<file path="src/rtl/pci_pkg.sv">
// Shared constants, status-bit mapping and MSI state type for the PCI config block.
package pci_pkg;

    localparam logic [5:0] CFG_ID          = 6'h00;
    localparam logic [5:0] CFG_CMD_STAT    = 6'h01;
    localparam logic [5:0] CFG_CLASS       = 6'h02;
    localparam logic [5:0] CFG_MISC        = 6'h03;
    localparam logic [5:0] CFG_BAR0        = 6'h04;
    localparam logic [5:0] CFG_CAP_PTR     = 6'h0d;
    localparam logic [5:0] CFG_INTR        = 6'h0f;
    localparam logic [5:0] CFG_MSI_CAP     = 6'h10;
    localparam logic [5:0] CFG_MSI_ADDR_LO = 6'h11;
    localparam logic [5:0] CFG_MSI_ADDR_HI = 6'h12;
    localparam logic [5:0] CFG_MSI_DATA    = 6'h13;
    localparam logic [5:0] CFG_MSI_MASK    = 6'h14;
    localparam logic [5:0] CFG_MSI_PENDING = 6'h15;

    localparam logic [31:0] CFG_CLASS_REV = 32'hff00_0000;
    localparam logic [7:0]  MSI_CAP_PTR   = 8'h40;
    localparam logic [7:0]  MSI_CAP_ID    = 8'h05;
    localparam logic [15:0] CMD_WMASK     = 16'h0546;

    localparam int STAT_INTR     = 19;
    localparam int STAT_CAP_LIST = 20;
    localparam int STAT_MDPE     = 24;
    localparam int STAT_STA      = 27;
    localparam int STAT_RTA      = 28;
    localparam int STAT_RMA      = 29;
    localparam int STAT_SSE      = 30;
    localparam int STAT_DPE      = 31;

    typedef enum logic {MSI_IDLE, MSI_SEND} msi_state_t;

    // status_evt[5:0] occupies these dword bits, lowest event first
    function automatic logic [31:0] evt_to_dword(input logic [5:0] e);
        logic [31:0] d;
        d = '0;
        d[STAT_MDPE] = e[0];
        d[STAT_STA]  = e[1];
        d[STAT_RTA]  = e[2];
        d[STAT_RMA]  = e[3];
        d[STAT_SSE]  = e[4];
        d[STAT_DPE]  = e[5];
        return d;
    endfunction

    function automatic logic [5:0] dword_to_evt(input logic [31:0] d);
        return {d[STAT_DPE], d[STAT_SSE], d[STAT_RMA], d[STAT_RTA], d[STAT_STA], d[STAT_MDPE]};
    endfunction

    function automatic logic [4:0] lowest_set(input logic [31:0] v);
        logic [4:0] idx;
        idx = '0;
        for (int i = 31; i >= 0; i--) begin
            if (v[i]) idx = 5'(i);
        end
        return idx;
    endfunction

endpackage

</file>
<file path="src/rtl/pci_msi_gen.sv">
// MSI pending bits, lowest-index arbitration and the valid/ack message handshake.
module pci_msi_gen
    import pci_pkg::*;
#(
    parameter int MSI_VEC_LOG2 = 0
) (
    input  logic                         clk,
    input  logic                         rst,
    input  logic                         msi_enable,
    input  logic                         bus_master_en,
    input  logic [2:0]                   mme,
    input  logic [63:0]                  addr_reg,
    input  logic [15:0]                  data_reg,
    input  logic [2**MSI_VEC_LOG2-1:0]   vec_mask,
    input  logic [2**MSI_VEC_LOG2-1:0]   msi_req,
    input  logic                         msi_ack,
    output logic                         msi_valid,
    output logic [63:0]                  msi_addr,
    output logic [15:0]                  msi_data,
    output logic [2**MSI_VEC_LOG2-1:0]   pending
);

    localparam int NV = 2**MSI_VEC_LOG2;

    msi_state_t   state;
    logic [4:0]   cur_vec;
    logic [NV-1:0] eligible;
    logic [NV-1:0] ack_clr;
    logic [4:0]   pick;
    logic [15:0]  low_mask;

    // NOTE: every signal assigned here gets a default first so no latch is inferred.
    always_comb begin
        eligible = pending & ~vec_mask;
        pick     = lowest_set(32'(eligible));
        low_mask = (16'd1 << mme) - 16'd1;
        ack_clr  = '0;
        if (state == MSI_SEND && msi_ack) ack_clr = NV'(1) << cur_vec;
    end

    // NOTE: sequential state uses non-blocking assignments so all registers update together.
    always_ff @(posedge clk) begin
        if (!rst) begin
            state     <= MSI_IDLE;
            cur_vec   <= '0;
            pending   <= '0;
            msi_valid <= 1'b0;
            msi_addr  <= '0;
            msi_data  <= '0;
        end else begin
            // a request landing on the ack edge re-arms the vector being retired
            if (!msi_enable) pending <= '0;
            else             pending <= (pending & ~ack_clr) | msi_req;

            case (state)
                MSI_IDLE: begin
                    if (msi_enable && bus_master_en && |eligible) begin
                        state     <= MSI_SEND;
                        cur_vec   <= pick;
                        msi_valid <= 1'b1;
                        msi_addr  <= addr_reg;
                        msi_data  <= (data_reg & ~low_mask) | (16'(pick) & low_mask);
                    end
                end
                MSI_SEND: begin
                    if (msi_ack) begin
                        state     <= MSI_IDLE;
                        msi_valid <= 1'b0;
                    end
                end
                default: state <= MSI_IDLE;
            endcase
        end
    end

endmodule

</file>
<file path="src/rtl/pci_cfg_gen2.sv">
// PCI type-0 config space with memory BARs and a 64-bit MSI capability at 0x40.
// Define PCI_MSI_PVM_EN to add per-vector Mask/Pending registers.
module pci_cfg_gen2
    import pci_pkg::*;
#(
    parameter logic [15:0] PCI_VENDOR_ID = 16'h1234,
    parameter logic [15:0] PCI_DEVICE_ID = 16'h11e8,
    parameter int          NUM_BARS      = 1,
    parameter int          BAR_SIZE_LOG2 = 12,
    parameter int          MSI_VEC_LOG2  = 0
) (
    input  logic                        clk,
    input  logic                        rst,
    input  logic                        cfg_enable,
    input  logic                        cfg_iswrite,
    input  logic [5:0]                  cfg_offset,
    input  logic [31:0]                 cfg_write_val,
    input  logic [3:0]                  cfg_be,
    output logic [31:0]                 cfg_read_val,
    output logic                        cfg_done,
    output logic                        cfg_w_err,
    input  logic [5:0]                  status_evt,
    input  logic                        intr_status,
    output logic [NUM_BARS*32-1:0]      bar_base,
    output logic                        mem_space_en,
    output logic                        bus_master_en,
    output logic                        intx_assert,
    input  logic [2**MSI_VEC_LOG2-1:0]  msi_req,
    output logic                        msi_valid,
    output logic [63:0]                 msi_addr,
    output logic [15:0]                 msi_data,
    input  logic                        msi_ack
);

    localparam int          NV       = 2**MSI_VEC_LOG2;
    localparam logic [31:0] BAR_MASK = ~((32'd1 << BAR_SIZE_LOG2) - 32'd1);
`ifdef PCI_MSI_PVM_EN
    localparam logic PVM_CAP = 1'b1;
`else
    localparam logic PVM_CAP = 1'b0;
`endif

    logic [15:0]   cmd_q;
    logic [5:0]    stat_evt_q;
    logic [7:0]    cacheline_q, latency_q, int_line_q;
    logic [31:0]   bar_q [NUM_BARS];
    logic          msi_en_q;
    logic [2:0]    mme_q;
    logic [31:0]   msi_addr_lo_q, msi_addr_hi_q;
    logic [15:0]   msi_data_q;
    logic [NV-1:0] vec_mask;
    logic [NV-1:0] pending;

    logic          accept, wr, bar_hit, wr_err;
    logic [31:0]   wbe, rdata;
    logic [15:0]   cmd_next, msg_ctrl;
    logic [5:0]    stat_clr;
    logic [2:0]    mme_wr;

    assign mem_space_en  = cmd_q[1];
    assign bus_master_en = cmd_q[2];
    assign msg_ctrl      = {7'b0, PVM_CAP, 1'b1, mme_q, 3'(MSI_VEC_LOG2), msi_en_q};

    always_comb begin
        accept   = cfg_enable & ~cfg_done;
        wr       = accept & cfg_iswrite;
        wbe      = {{8{cfg_be[3]}}, {8{cfg_be[2]}}, {8{cfg_be[1]}}, {8{cfg_be[0]}}};
        bar_hit  = 1'b0;
        for (int i = 0; i < NUM_BARS; i++) begin
            if (cfg_offset == CFG_BAR0 + 6'(i)) bar_hit = 1'b1;
        end
        // partial writes to registers that must change atomically are refused
        wr_err   = wr && (cfg_be != 4'hf) &&
                   (bar_hit || cfg_offset == CFG_MSI_ADDR_LO || cfg_offset == CFG_MSI_ADDR_HI);
        cmd_next = (cmd_q & ~(CMD_WMASK & wbe[15:0])) | (cfg_write_val[15:0] & CMD_WMASK & wbe[15:0]);
        mme_wr   = (cfg_write_val[22:20] > 3'(MSI_VEC_LOG2)) ? 3'(MSI_VEC_LOG2) : cfg_write_val[22:20];
        stat_clr = (wr && cfg_offset == CFG_CMD_STAT && cfg_be[3]) ? dword_to_evt(cfg_write_val) : '0;
    end

    always_comb begin
        rdata = '0;
        case (cfg_offset)
            CFG_ID:          rdata = {PCI_DEVICE_ID, PCI_VENDOR_ID};
            CFG_CMD_STAT:    rdata = evt_to_dword(stat_evt_q) | (32'(intr_status) << STAT_INTR) |
                                     (32'd1 << STAT_CAP_LIST) | {16'h0, cmd_q};
            CFG_CLASS:       rdata = CFG_CLASS_REV;
            CFG_MISC:        rdata = {16'h0, latency_q, cacheline_q};
            CFG_CAP_PTR:     rdata = {24'h0, MSI_CAP_PTR};
            CFG_INTR:        rdata = {16'h0, 8'h01, int_line_q};
            CFG_MSI_CAP:     rdata = {msg_ctrl, 8'h00, MSI_CAP_ID};
            CFG_MSI_ADDR_LO: rdata = msi_addr_lo_q;
            CFG_MSI_ADDR_HI: rdata = msi_addr_hi_q;
            CFG_MSI_DATA:    rdata = {16'h0, msi_data_q};
`ifdef PCI_MSI_PVM_EN
            CFG_MSI_MASK:    rdata = 32'(vec_mask);
            CFG_MSI_PENDING: rdata = 32'(pending);
`endif
            default:         rdata = '0;
        endcase
        for (int i = 0; i < NUM_BARS; i++) begin
            if (cfg_offset == CFG_BAR0 + 6'(i)) rdata = bar_q[i];
        end
    end

    always_ff @(posedge clk) begin
        if (!rst) begin
            cmd_q         <= '0;
            stat_evt_q    <= '0;
            cacheline_q   <= '0;
            latency_q     <= '0;
            int_line_q    <= '0;
            msi_en_q      <= 1'b0;
            mme_q         <= '0;
            msi_addr_lo_q <= '0;
            msi_addr_hi_q <= '0;
            msi_data_q    <= '0;
            cfg_done      <= 1'b0;
            cfg_w_err     <= 1'b0;
            cfg_read_val  <= '0;
            intx_assert   <= 1'b0;
            // NOTE: the BAR array is a handful of flops, not a RAM, so it is reset explicitly.
            for (int i = 0; i < NUM_BARS; i++) bar_q[i] <= '0;
        end else begin
            stat_evt_q  <= (stat_evt_q & ~stat_clr) | status_evt;
            intx_assert <= intr_status & ~cmd_q[10] & ~msi_en_q;

            if (accept) begin
                cfg_done     <= 1'b1;
                cfg_read_val <= rdata;
                cfg_w_err    <= wr_err;
            end else if (!cfg_enable) begin
                cfg_done  <= 1'b0;
                cfg_w_err <= 1'b0;
            end

            if (wr && !wr_err) begin
                case (cfg_offset)
                    CFG_CMD_STAT: cmd_q <= cmd_next;
                    CFG_MISC: begin
                        if (cfg_be[0]) cacheline_q <= cfg_write_val[7:0];
                        if (cfg_be[1]) latency_q   <= cfg_write_val[15:8];
                    end
                    CFG_INTR: if (cfg_be[0]) int_line_q <= cfg_write_val[7:0];
                    CFG_MSI_CAP: begin
                        if (cfg_be[2]) begin
                            msi_en_q <= cfg_write_val[16];
                            mme_q    <= mme_wr;
                        end
                    end
                    CFG_MSI_ADDR_LO: msi_addr_lo_q <= {cfg_write_val[31:2], 2'b00};
                    CFG_MSI_ADDR_HI: msi_addr_hi_q <= cfg_write_val;
                    CFG_MSI_DATA: begin
                        if (cfg_be[0]) msi_data_q[7:0]  <= cfg_write_val[7:0];
                        if (cfg_be[1]) msi_data_q[15:8] <= cfg_write_val[15:8];
                    end
                    default: ;
                endcase
                for (int i = 0; i < NUM_BARS; i++) begin
                    if (cfg_offset == CFG_BAR0 + 6'(i)) bar_q[i] <= cfg_write_val & BAR_MASK;
                end
            end
        end
    end

`ifdef PCI_MSI_PVM_EN
    logic [NV-1:0] mask_q;
    always_ff @(posedge clk) begin
        if (!rst) begin
            mask_q <= '0;
        end else if (wr && cfg_offset == CFG_MSI_MASK) begin
            mask_q <= NV'((32'(mask_q) & ~wbe) | (cfg_write_val & wbe));
        end
    end
    assign vec_mask = mask_q;
`else
    assign vec_mask = '0;
`endif

    for (genvar g = 0; g < NUM_BARS; g++) begin : g_bar_out
        assign bar_base[g*32 +: 32] = bar_q[g];
    end

    pci_msi_gen #(.MSI_VEC_LOG2(MSI_VEC_LOG2)) u_msi (
        .clk          (clk),
        .rst          (rst),
        .msi_enable   (msi_en_q),
        .bus_master_en(cmd_q[2]),
        .mme          (mme_q),
        .addr_reg     ({msi_addr_hi_q, msi_addr_lo_q}),
        .data_reg     (msi_data_q),
        .vec_mask     (vec_mask),
        .msi_req      (msi_req),
        .msi_ack      (msi_ack),
        .msi_valid    (msi_valid),
        .msi_addr     (msi_addr),
        .msi_data     (msi_data),
        .pending      (pending)
    );

endmodule

</file>
<file path="config.mk">
export PLATFORM = sky130hd
export DESIGN_NAME = pci_cfg_gen2
export DESIGN_NICKNAME = d
export VERILOG_FILES = /design/src/rtl/pci_pkg.sv /design/src/rtl/pci_msi_gen.sv /design/src/rtl/pci_cfg_gen2.sv
export SDC_FILE = /design/constraint.sdc
export NUM_CORES = 1
export LEC_CHECK = 0
export CORE_UTILIZATION = 32
export CTS_BUF_LIST = sky130_fd_sc_hd__clkbuf_4 sky130_fd_sc_hd__clkbuf_8
export CTS_CLUSTER_DIAMETER = 120
export CTS_CLUSTER_SIZE = 40
export DETAILED_ROUTE_END_ITERATION = 10
export SETUP_SLACK_MARGIN = 0.2
export SYNTH_ARGS = -nofsm -noshare
export SYNTH_HDL_FRONTEND = slang
export SYNTH_SLANG_ARGS = --single-unit
</file>
<file path="constraint.sdc">
create_clock -name clk -period 2.5 [get_ports clk]
set_clock_uncertainty 0.15 [all_clocks]
set_input_delay 0.5 -clock clk [delete_from_list [all_inputs] [get_ports clk]]
set_output_delay 0.5 -clock clk [all_outputs]
set_load 0.01 [all_outputs]
</file>
# After elaboration in Yosys (flattened, before gate mapping)
# Memory sizes are Yosys's and may differ from the RTL's.
# Index checks and enable logic that the tools add are counted.
# W data, S select, Z words.
[word_totals] out_inout_bits=150 n_memories=1 register_bits=244 input_bits=55 wordCells=106 ram_bits=20
[mem_list] name="bar_q" words=1 word_bits=20 rd=1 rd_ports_with_merged_regs=0 write_ports=1 line_no="pci_cfg_gen2.sv:46" text="logic [31:0] bar_q [NUM_BARS];"
[classes] n_shift=1 eq_ne=14 n_reduce_logical=25 n_bitwise=22 mux=21 order_cmp=1 n_addsub=1
[op_table] operator="$pmux W32 S10" n=1
[op_table] operator="$and A16 B16 Y16" n=2
[op_table] operator="$mux W32" n=1
[op_table] operator="$or A32 B16 Y32" n=1
[op_table] operator="$or A32 B20 Y32" n=1
[op_table] operator="$eq A6 B5 Y1 const B" n=4
[op_table] operator="$mux W20" n=1
[op_table] operator="$reduce_or A20 Y1" n=1
[op_table] operator="$reduce_and A3 Y1" n=6
[op_table] operator="$and A11 B16 Y16" n=1
[op_table] operator="$not A11 Y16" n=1
[op_table] operator="$not A16 Y16" n=1
[op_table] operator="$or A16 B16 Y16" n=1
[op_table] operator="$shl A1 B3 Y16 const A" n=1
[op_table] operator="$sub A16 B1 Y16 const B" n=1
[op_table] operator="$mux W1" n=14
[op_table] operator="$eq A6 B2 Y1 const B" n=2
[op_table] operator="$eq A6 B4 Y1 const B" n=2
[op_table] operator="$reduce_and A2 Y1" n=6
[op_table] operator="$logic_and A1 B1 Y1" n=8
[op_table] operator="$and A6 B6 Y6" n=1
[op_table] operator="$eq A6 B1 Y1 const B" n=1
[op_table] operator="$eq A6 B3 Y1 const B" n=1
[op_table] operator="$logic_not A6 Y1" n=1
[op_table] operator="other kinds (14)" n=25

# Logic depth before layout (Yosys ltp)
# Gate-level depths: netlist of the first run.
[depth] ltp_word=12 mapped_depth=7 ltp_nobuf=5

# Modules after synthesis
# A second synthesis of the first run with hierarchy kept.
[unflattened] hier_cells=1134 hier_area_um2=10970.5
[by_module_without_submodules] module="pci_cfg_gen2" instances=1 area_each_um2=7518.5 seq_area_each_um2=3643.5 cells_per_inst=768
[by_module_without_submodules] module="pci_msi_gen" instances=1 area_each_um2=3452.1 seq_area_each_um2=1661.6 cells_per_inst=366

# Worst setup path before layout of the first run
# OpenSTA, ideal clock, no wires.
[synth_timing] path_kind="input-to-reg" startpoint="input port cfg_offset[5]" endpoint="memory bar_q[0][0] (netlist name), enable pin" required_ps=1973 path_buffers=2 setup_slack_ps=-39 stages=6 arrival_time_ps=2012 setup_ps=377 path_cell_list="buf_2 > or2_2 > nor4_2 > buf_2 > o211ai_1 > nand2_1"
[synth_via] elab_chain_len=12 elab_cells_between_ends=14 classes_between="eq/ne: 3; mux: 5; reduce/logical: 6"
[synth_lines] element="start, declared" line_no="pci_cfg_gen2.sv:16" text="input logic [5:0] cfg_offset,"
[synth_lines] element="$eq A6 B3 Y1" line_no="pci_cfg_gen2.sv:70, pci_cfg_gen2.sv:159"
[synth_lines] element="$mux W1" line_no="pci_cfg_gen2.sv:70, pci_cfg_gen2.sv:159"
[synth_lines] element="$logic_or A1 B1 Y1 (2 in a row)" line_no="pci_cfg_gen2.sv:74" text="(bar_hit || cfg_offset == CFG_MSI_ADDR_LO || cfg_offset == CFG_MSI_ADDR_HI);"
[synth_lines] element="$logic_and A1 B1 Y1" line_no="pci_cfg_gen2.sv:73" text="wr_err = wr && (cfg_be != 4'hf) &&"
[synth_lines] element="$logic_not A1 Y1" line_no="pci_cfg_gen2.sv:136" text="if (wr && !wr_err) begin"
[synth_lines] element="$logic_and A1 B1 Y1" line_no="pci_cfg_gen2.sv:136"
[synth_lines] element="$mux W1 *" line_no="pci_cfg_gen2.sv:136"
[synth_lines] element="$mux W1 *" line_no="pci_cfg_gen2.sv:106" text="if (!rst) begin"
[synth_lines] element="$mux W1 (implied by the code) *" line_no="pci_cfg_gen2.sv:159" text="if (cfg_offset == CFG_BAR0 + 6'(i)) bar_q[i] <= cfg_write_val & BAR_MASK;"
[synth_lines] element="$reduce_or A20 Y1 (no line)"
[synth_lines] element="$mux W1 (no line) *"
[synth_lines] element="end, declared" line_no="pci_cfg_gen2.sv:46"
# Every way passes the cells marked *; elsewhere a longest branch is shown, timed or not.

# Worst setup path after layout of the first run
[layout_timing] startpoint="memory bar_q[0][8] (netlist name)" endpoint="output port bar_base[20]"
[layout_via] elab_chain_len=1
[layout_lines] element="$mem_v2 Z1 W20"
[layout_lines] element="end, declared" line_no="pci_cfg_gen2.sv:24" text="output logic [NUM_BARS*32-1:0] bar_base,"
# No other way between the ends.

==> summary.md, run 1 <==
| Metric | Value |
|---|---|
| Gate Count Post-Synth | 1116 |
| Seq/Total Area, Yosys | 50.85% |
| TritonCTS Sinks | 253 |
| Hpwl dp | 25920 um |
| Fill cells | 3166 |
| Minimum clock period after layout | 2.244 ns |
| Maximum root-to-sink buffer count | 3 |
| Commonest non-fill, non-tap cell in the layout | nand2_1 |
| Final count of hold timing violations | 0 |
| Register area | 5271 um^2 |
| Hold Buf Count CTS | 0 |
| Status | finished, final reports clean |
| PwrDens | 481.4 nW/um^2 |
| Root buffer cell | clkbuf_8 |
| Layout cell share with drive strength beyond 1 | 10.72% |
| CP max stage cell | clkdlybuf4s50_1 |
| Layout Utilization | 42.20% |
| Final Net Count | 1387 |
| Vias post-DR | 8794 |
| Arr. time, crit path | 1.59 ns |
| Crit Path Max Fanout | 2 |
| Core area | 31720 um^2 |
| Peak Freq | 0.4456 GHz |
| Area grow syn2layout | 29.26% |
| Area of the multi-input gates | 4636 um^2 |
| # rows | 65 |
| Hold Crit Class | input port to flop |
| CP top delay family | buffers and inverters |
| Pleak | 5.243 nW |
| Power, Total | 6.444 mW |
| First-pass GRT wire length | 52040 um |
| Mean cell area of the mapped netlist | 9.279 um^2 |
| Yosys reg bits | 253 |
| Slew margin rel. | 46.12% |
| ANT cells | 0 |
| Clock-pin slew on the worst setup and hold paths | 0.23 ns |
| Antenna Nets Post-Route | 0 |
| Commonest cells after routing, fill and taps aside | nand2_1 (259), dfxtp_1 (230), clkdlybuf4s50_1 (182), mux2i_1 (111), a21oi_1 (99) |
| Gr usage total | 20.39% |
| Pre-antenna DRT Iters | 5 |
| Largest net degree at the start of global routing | 65 |
| Worst Hold Launch | rst |
| Die area | 33080 um^2 |
| Final GP Congestion | 0.8858 |
| Yosys cell types | 58 |
| Critical R2R Launch | cfg_done |
| Die X | 181.9 um |
| Vias per inst | 5.066 |
| CTS tree | done |
| Initial core utilization | 32.65% |
| Final Non-Filler Cells | 1736 |
| Synthesis Warnings | 0 |
| Inst Count DP | 1716 |
| Crit path launch type | flop |
| Final setup fails | 0 |
| Vias in the first global route | 8346 |
| Final period util | 89.77% |
| Count of pins over their slew limit | 0 |
| Worst-Margin Slew | 0.8053 ns |
| Crit path capture type | primary output |
| Clock buffer count from CTS | 10 |
| CP Launch Point | bar_q[0][8] |
| Max-cap violations | 0 |
| CP peak stage delay | 0.56 ns |
| RSZ-0062 raised after global routing | no |
| Post-Syn Area | 10350 um^2 |
| Average wire per standard cell | 19.65 um |
| Final wirelength | 34110 um |
| DRT iter0 DRCs | 739 |
| Clock Latency Late Sink | 0.57 ns |
| Die H | 181.9 um |
| Ports | 205 |
| GR Overflow Total | 0 |
| Worst path cell trace | clkdlybuf4s50_1 |
| IO buf count | 190 |
| Max IR drop VDD | 0.4152 mV |
| DRC errors left | 0 |
| Crit path buffers/inverters | 1 |
| Ys async rst share | 0% |
| H-tree Lvls | 1 |
| Worst Path Required | 1.85 ns |
| Antenna violations before repair | 0 |
| Number of synthesized flops with an enable pin | 20 |
| Setup Crit Path Kind | flop to primary output |
| Top FF cell, synth | dfxtp_1 |
metrics by stage:
stage          setup slack, ns  TNS, ns  cell area [um^2]  hold WS [ns]
2_1_floorplan           0.2261        0             10410        0.2650
3_3_place_gp           -0.2736   -30.43             13120        0.2894
3_5_place_dp           -0.3211   -32.99             13120        0.2961
4_1_cts                 0.2109        0             13330       0.04635
5_1_grt                 0.1796        0             13390       0.03872
6_report                0.2557        0             13390       0.07296
kinds of logic (layout without fill, tap and decap cells):
| family | count (synthesis) | in the layout | share of synthesized area, % |
|---|---|---|---|
| flops | 253 | 253 | 50.85 |
| other cells | 1 | 14 | 0.03621 |
| compound gates | 225 | 225 | 13.92 |
| mux | 114 | 114 | 11.06 |
| buf+inv | 101 | 306 | 5.051 |
| fa+ha+maj | 1 | 1 | 0.1208 |
| simple gates | 421 | 421 | 18.97 |
path summary, 6_finish.rpt:
| path | slack [ns] | depth (start not counted) | end |
|---|---|---|---|
| max reg2reg | 0.65 | 5 | msi_data_q[9] |
| min reg2reg | 0.32 | 2 | u_msi.msi_addr[63] |
| max | 0.26 | 1 | bar_base[20] |
| min | 0.07 | 3 | msi_addr_lo_q[13] |
power breakdown:
group / switching [mW] / total, mW / leakage (nW) / internal [mW]
Sequential: 0.0305 / 4.16 / 2.10 / 4.13
Combinational: 0.320 / 0.560 / 3.04 / 0.240
Clock: 1.25 / 1.73 / 0.104 / 0.477
Total: 1.60 / 6.44 / 5.24 / 4.85
final cells by class:
cell class / instances / share of cell area (%)
clock inverter: 1 / 0.2243
timing repair buffer: 286 / 20.55
tap: 402 / 3.758
sequential: 253 / 39.38
clock buffer: 14 / 1.299
multi-input combinational: 775 / 34.63
inverter: 5 / 0.1589
worst reg2reg max path, delay by kind of cell, from the launching register on:
kind / cells / cell delay [ns]
AND/OR/NAND/NOR: 3 / 0.84
flip-flops: 1 / 0.40
multiplexers: 1 / 0.19
buffers and inverters: 1 / 0.15
synth_stat cells, types with 7 or more instances:
| cell type | instances | area share, % |
|---|---|---|
| a22oi_1 | 22 | 1.6 |
| buf_2 | 19 | 0.92 |
| and2_1 | 27 | 1.6 |
| a32oi_1 | 11 | 0.93 |
| a21oi_1 | 99 | 4.8 |
| mux2i_1 | 111 | 11 |
| o21ai_0 | 31 | 1.5 |
| a221oi_1 | 7 | 0.59 |
| dfxtp_1 | 233 | 45 |
| edfxtp_1 | 20 | 5.8 |
| clkbuf_1 | 46 | 1.7 |
| nand3_1 | 18 | 0.87 |
| a211oi_1 | 9 | 0.65 |
| and3_1 | 7 | 0.42 |
| buf_4 | 20 | 1.4 |
| nand2_1 | 260 | 9.4 |
| a31oi_1 | 16 | 0.97 |
| nor2_1 | 56 | 2.0 |
what timing repair did:
action,in CTS,in global routing
setup buffers,1,4
pin swaps,0,0
resized for setup,1,10
endpoints found under the setup margin,2,13
state kept, by name (all words and copies together) (netlist names), 6 cells and up, named ones only:
signal	count
cacheline_q	8
u_msi.msi_data	16
msi_data_q	16
cfg_read_val	32
stat_evt_q	6
msi_addr_lo_q	30
u_msi.msi_addr	62
msi_addr_hi_q	32
int_line_q	8
latency_q	8
bar_q	20
layer usage:
| layer | part of all wire [%] | track usage [%] | wire length (um) | vias up |
|---|---|---|---|---|
| li1 | - | - | - | 4265 |
| met1 | 48 | 29.81 | 16450 | 4240 |
| met2 | 45 | 31.88 | 15270 | 255 |
| met3 | 5.4 | 2.647 | 1843 | 34 |
| met4 | 1.6 | 4.370 | 550 | 0 |
| met5 | 0 | 0 | 0 | - |
Note: power is estimated with default switching activity, not from simulation.
==> run 2, diff against run 1 <==
==> constraint.sdc (replaced) <==
create_clock -name clk -period 2.18 [get_ports clk]
set_clock_uncertainty 0.15 [all_clocks]
set_input_delay 0.436 -clock clk [delete_from_list [all_inputs] [get_ports clk]]
set_output_delay 0.436 -clock clk [all_outputs]
set_load 0.01 [all_outputs]
==> run 2 against run 1 <==
Global-route usage increased by 0.11 points. Worst setup slack got worse by 0.036 ns. Highest routed layer unchanged. Via count increased by 1.2%. Combinational power increased by 18%. Power increased by 15%. Largest power group unchanged. Core utilization increased by 0.64 points.
==> summary.md, run 2 (synthesis gave the netlist of run 1 again) <==
| Metric | Value |
|---|---|
| CTS tree | done |
| Sequential Power Share | 64.1% (-0.4 points) |
| Worst path cell trace | clkdlybuf4s50_1, buf_4, nand4b_1, a211oi_1, nand2_1, buf_4, o21ai_0 |
| Max FFs per register | 62 (unchanged) |
| CP peak stage delay | 0.53 ns (-0.03 ns) |
| Fill cells | 3181 (+0.47%) |
| Die H | 181.9 um (unchanged) |
| # rows | 65 (unchanged) |
| Max-cap violations | 0 (unchanged) |
| Biggest regs | u_msi.msi_addr (62), cfg_read_val (32), msi_addr_hi_q (32) |
| Vias per inst | 5.055 (-0.21%) |
| Area grow syn2layout | 31.21% |
| Die area | 33080 um^2 (unchanged) |
| GR Overflow Total | 0 (unchanged) |
| Final Net Count | 1410 (+1.7%) |
| Hold Crit Class | input port to flop |
| Worst Path Required | 2.51 ns (+0.66 ns) |
| Sw frac | 25.07% (+0.26 points) |
| PwrDens | 547.6 nW/um^2 (+14%) |
| Psw | 1.865 mW (+17%) |
| Logic gate share of total power | 8.9% (+0.2 points) |
| Worst hold margin | 0.1982 ns (+0.1252 ns) |
| Clock power share | 27.0% (+0.2 points) |
| Hold Buf Count CTS | 0 (unchanged) |
| Gr usage total | 20.50% (+0.11 points) |
| Largest net degree at the start of global routing | 129 (+98%) |
| Power Internal | 5.575 mW (+15%) |
| Root buffer cell | clkbuf_8 |
| Die X | 181.9 um (unchanged) |
| Final period util | 89.93% |
| H-tree Lvls | 1 (unchanged) |
| Max IR drop VDD | 0.4410 mV (+6.2%) |
| Layout cell share with drive strength beyond 1 | 18.85% (+8.1 points) |
| Final count of hold timing violations | 0 (unchanged) |
| Crit path capture type | flop |
| Most flops, register | u_msi.msi_addr |
| Count of pins over their slew limit | 0 (unchanged) |
| Final wirelength | 34650 um (+1.6%) |
| RSZ-0062 raised after global routing | yes |
| Area of the multi-input gates | 4654 um^2 (+0.40%) |
| Crit path launch type | input port |
| Inst Count DP | 1731 (+0.87%) |
| Vias in the first global route | 8530 (+2.2%) |
| Slew margin rel. | 41.05% (-5.1 points) |
| CP top delay family | buffers and inverters |
| Final GP Congestion | 0.8984 (+1.4%) |
| Worst slack, placed | -0.4055 ns (-0.08437 ns) |
| Crit Path Max Fanout | 8 (+6) |
| TritonCTS Sinks | 253 (unchanged) |
| Maximum root-to-sink buffer count | 3 (unchanged) |
| Status | finished, final reports clean |
| Peak Freq | 0.5101 GHz |
| Initial core utilization | 32.65% (unchanged) |
| CP most frequent cell | buf_4 |
| Vias post-DR | 8897 (+1.2%) |
| ANT cells | 0 (unchanged) |
| Layout Utilization | 42.84% (+0.64 points) |
| Final Non-Filler Cells | 1760 (+1.4%) |
| Core area | 31720 um^2 (unchanged) |
| Commonest cells after routing, fill and taps aside | nand2_1 (259), dfxtp_1 (153), dlygate4sd2_1 (118), mux2i_1 (111), buf_4 (101) |
| Average wire per standard cell | 19.69 um (+0.19%) |
| DRT iter0 DRCs | 791 (+7.0%) |
| Final setup fails | 0 (unchanged) |
| Ports | 205 (unchanged) |
| Minimum clock period after layout | 1.960 ns |
| Hpwl dp | 25840 um (-0.28%) |
| CP max stage cell | clkdlybuf4s50_1 |
| Antenna Nets Post-Route | 0 (unchanged) |
| Commonest non-fill, non-tap cell in the layout | nand2_1 |
| First-pass GRT wire length | 52010 um (about the same) |
| Setup Crit Path Kind | input port to flop |
| Arr. time, crit path | 2.29 ns (+0.70 ns) |
| Clock-pin slew on the worst setup and hold paths | 0.22 ns (about the same) |
| Pleak | 5.939 nW (+13%) |
| Register area | 5373 um^2 (+1.9%) |
| Final setup margin | 0.2195 ns (-0.03611 ns) |
| IO buf count | 190 (unchanged) |
| Antenna violations before repair | 0 (unchanged) |
| Crit path buffers/inverters | 3 (+2) |
| Worst-Margin Slew | 0.8810 ns (+0.07576 ns) |
| Clock buffer count from CTS | 10 (unchanged) |
| Clock Latency Late Sink | 0.57 ns (about the same) |
| Pre-antenna DRT Iters | 6 (+1) |
| DRC errors left | 0 (unchanged) |
==> run 2: layout make-up <==
class	count	share of cell area, %
sequential	253	39.54
multi-input combinational	775	34.26
timing repair buffer	309	20.83
tap	402	3.702
clock buffer	14	1.280
clock inverter	2	0.2302
inverter	5	0.1566
==> run 2: worst reg2reg max path, cell delays in order, from the launching register on <==
cell and delay (ns):
dfxtp_4 0.45, nor2b_2 0.07, nor2_1 0.67, a22oi_1 0.15, a31oi_1 0.20
==> run 2: path summary, 6_finish.rpt <==
kind	from	to	slack, ns	depth (start not counted)
min reg2reg	u_msi.msi_data[7]	u_msi.msi_data[7]	0.31	2
max reg2reg	cfg_done	cfg_read_val[6]	0.44	4
min	rst	msi_addr_hi_q[1]	0.20	4
max	cfg_offset[4]	cfg_read_val[10]	0.22	7
==> run 2: what timing repair did <==
| item | in CTS | in global routing |
|---|---|---|
| endpoints found under the hold margin | 0 | 0 |
| setup buffers | 9 | 4 |
| pin swaps | 0 | 1 |
| setup endpoints to repair | 136 | 139 |
| resized for setup | 226 | 29 |
==> run 2: power by group through the flow <==
| stage | clock (mW) | sequential, mW | combinational, mW |
|---|---|---|---|
| after floorplan | 0 | 4.86 | 0.276 |
| after global placement | 0 | 4.86 | 0.667 |
| after detailed placement | 0 | 4.86 | 0.668 |
| after CTS | 2.08 | 4.77 | 0.652 |
| after global routing | 2.25 | 4.77 | 0.701 |
| final | 2.01 | 4.77 | 0.660 |
==> run 2: metal layers <==
metal  GRT usage (%)  share of wire, %  vias to the layer above
li1                -                 -                     4322
met1           28.75                46                     4256
met2           32.20                45                      282
met3           3.610               6.8                       37
met4           5.681               2.4                        0
met5               0                 0                        -
==> run 2: per-stage QoR <==
stage               instance area (um^2)  power, mW  TNS (ns)
global route                       13590      7.724         0
floorplan                          10440      5.139         0
finish                             13590      7.440         0
global placement                   13340      5.529    -64.94
CTS                                13550      7.497         0
detailed placement                 13340      5.530    -64.63
==> run 3, diff against run 2 <==
--- a/config.mk
+++ b/config.mk
@@ -5,10 +5,11 @@
 export SDC_FILE = /design/constraint.sdc
 export NUM_CORES = 1
 export LEC_CHECK = 0
+export CORE_MARGIN = 5
 export CORE_UTILIZATION = 32
 export CTS_BUF_LIST = sky130_fd_sc_hd__clkbuf_4 sky130_fd_sc_hd__clkbuf_8
 export CTS_CLUSTER_DIAMETER = 120
-export CTS_CLUSTER_SIZE = 40
+export CTS_CLUSTER_SIZE = 16
 export DETAILED_ROUTE_END_ITERATION = 10
 export SETUP_SLACK_MARGIN = 0.2
 export SYNTH_ARGS = -nofsm -noshare
==> run 3 against run 2 <==
Final area about the same. Largest cell class unchanged. Sequential power about the same. Maximum frequency up 1.4%. Power up 5.2%. Sequential cell count unchanged. Worst setup slack better by 0.027 ns. Core utilization about the same. Register-to-register slack about the same. Critical path type is now flop to primary output. Critical endpoint is now bar_base[20]. Via count up 1.7%. Final cell count up 0.57%.
==> summary.md, run 3 (synthesis gave the netlist of run 1 again) <==
| Metric | Value |
|---|---|
| Pre-antenna DRT Iters | 6 (unchanged) |
| Crit path buffers/inverters | 1 (-2) |
| Hpwl dp | 27270 um (+5.5%) |
| Met1 Usage GRT | 27.47% (-1.3 points) |
| Arr. time, crit path | 1.35 ns (-0.94 ns) |
| Maximum root-to-sink buffer count | 3 (unchanged) |
| Core area | 31720 um^2 (unchanged) |
| Vias in the first global route | 8843 (+3.7%) |
| Vias per inst | 5.112 (+1.1%) |
| Clock buffer count from CTS | 19 (+9) |
| CP max stage cell | edfxtp_1 |
| Crit path capture type | primary output |
| IO buf count | 190 (unchanged) |
| CTS tree | done |
| CP top delay family | flip-flops |
| Worst hold margin | 0.1371 ns (-0.06112 ns) |
| Largest net degree at the start of global routing | 80 (-38%) |
| Global-route track usage on met3 | 3.394% (-0.22 points) |
| Hold Crit Class | input port to flop |
| Max FFs per register | 62 (unchanged) |
| # rows | 65 (unchanged) |
| TritonCTS Sinks | 253 (unchanged) |
| Ports | 205 (unchanged) |
| Design area | 13580 um^2 (about the same) |
| Crit path launch type | flop |
| Clock-pin slew on the worst setup and hold paths | 0.11 ns (-0.11 ns) |
| Power, Total | 7.830 mW (+5.2%) |
| Minimum clock period after layout | 1.933 ns (-0.02707 ns) |
| Max-cap violations | 0 (unchanged) |
| Pleak | 5.988 nW (+0.82%) |
| Layout cell share with drive strength beyond 1 | 13.54% (-5.3 points) |
| DRC errors left | 0 (unchanged) |
| GR Overflow Total | 0 (unchanged) |
| Final wirelength | 36360 um (+4.9%) |
| DRT iter0 DRCs | 729 (-7.8%) |
| Worst-Margin Slew | 0.7860 ns (-0.09506 ns) |
| Die H | 189.9 um (+4.4%) |
| Antenna violations before repair | 1 (+1) |
| H-tree Lvls | 1 (unchanged) |
| Antenna Nets Post-Route | 0 (unchanged) |
| Final Net Count | 1417 (+0.50%) |
| Worst Path Required | 1.59 ns (-0.92 ns) |
| Average wire per standard cell | 20.54 um (+4.4%) |
| Commonest cells after routing, fill and taps aside | nand2_1 (259), dfxtp_1 (225), dlygate4sd2_1 (137), mux2i_1 (111), buf_4 (101) |
| Slew margin rel. | 47.41% (+6.4 points) |
| Met2 GRT Util | 30.13% (-2.1 points) |
| Worst path cell trace | dlygate4sd2_1 |
| Fill cells | 3189 (+0.25%) |
| Final count of hold timing violations | 0 (unchanged) |
| Crit Path Max Fanout | 2 (-6) |
| Root buffer cell | clkbuf_8 |
| PwrDens | 576.5 nW/um^2 (+5.3%) |
| Die area | 36060 um^2 (+9.0%) |
| Peak Freq | 0.5172 GHz (+1.4%) |
| Count of pins over their slew limit | 0 (unchanged) |
| Most flops, register | u_msi.msi_addr |
| RSZ-0062 raised after global routing | no |
| Setup TNS | 0 ns (unchanged) |
| Final setup fails | 0 (unchanged) |
| CP peak stage delay | 0.48 ns (-0.05 ns) |
| Commonest non-fill, non-tap cell in the layout | nand2_1 |
| Most Crowded Layer GR | met2 |
| Area grow syn2layout | 31.16% (about the same) |
| Biggest regs | u_msi.msi_addr (62), cfg_read_val (32), msi_addr_hi_q (32) |
| Vias post-DR | 9048 (+1.7%) |
| Setup Crit Path Kind | flop to primary output |
| Status | finished, final reports clean |
| Final period util | 88.69% (-1.2 points) |
| Placement-stage cell area | 13280 um^2 (-0.47%) |
| First-pass GRT wire length | 54680 um (+5.1%) |
| Final GP Congestion | 0.8763 (-2.5%) |
| Max IR drop VDD | 0.3004 mV (-32%) |
| Gr usage total | 19.25% (-1.2 points) |
| Die X | 189.9 um (+4.4%) |
| Clock Latency Late Sink | 0.54 ns (-0.03 ns) |
| Initial core utilization | 32.65% (unchanged) |
-- run 3: worst paths after layout --
path	start	end	slack [ns]	cells after the start
min reg2reg	u_msi.msi_addr[43]	u_msi.msi_addr[43]	0.31	2
max	bar_q[0][8]	bar_base[20]	0.25	1
max reg2reg	cfg_done	msi_data_q[9]	0.44	6
min	rst	msi_addr_hi_q[0]	0.14	3
-- run 3: per-stage QoR --
stage	util (%)	instances	setup slack, ns
floorplan	-	1129	0.1924
global placement	41.85	1731	-0.5746
detailed placement	41.85	1731	-0.5220
CTS	42.41	1759	0.02784
global route	42.81	1769	0.2177
finish	42.82	1770	0.2466
-- run 3: cell type report --
| cell class | instances | area, um^2 | share of cell area [%] |
|---|---|---|---|
| Antenna cell | 2 | 5.005 | 0.03685 |
| Clock buffer | 25 | 306.5 | 2.257 |
| Clock inverter | 1 | 5.005 | 0.03685 |
| Inverter | 5 | 21.27 | 0.1566 |
| Multi-Input combinational cell | 777 | 4703 | 34.63 |
| Sequential cell | 253 | 5275 | 38.84 |
| Tap cell | 402 | 503.0 | 3.703 |
| Timing Repair Buffer | 305 | 2763 | 20.34 |
-- run 3: report_power, final --
| part | total (mW) | internal, mW | leakage, nW | switching (mW) |
|---|---|---|---|---|
| Clock | 2.41 | 0.909 | 0.168 | 1.50 |
| Combinational | 0.661 | 0.276 | 3.72 | 0.386 |
| Sequential | 4.76 | 4.72 | 2.10 | 0.0351 |
-- run 3: per-layer routing --
metal  part of all wire [%]  up-vias
met5                      0        -
met4                    2.4        0
met3                    7.5       51
met2                     44      328
met1                     46     4323
li1                       -     4346
-- run 3: what timing repair did --
| action | CTS | global route |
|---|---|---|
| hold buffers | 0 | 0 |
| gates resized for setup | 152 | 14 |
| setup endpoints to repair | 284 | 33 |
| buffers inserted | 2 | 7 |
| gates cloned | 0 | 2 |
| endpoints found under the hold margin | 0 | 0 |
| pin swaps | 0 | 5 |
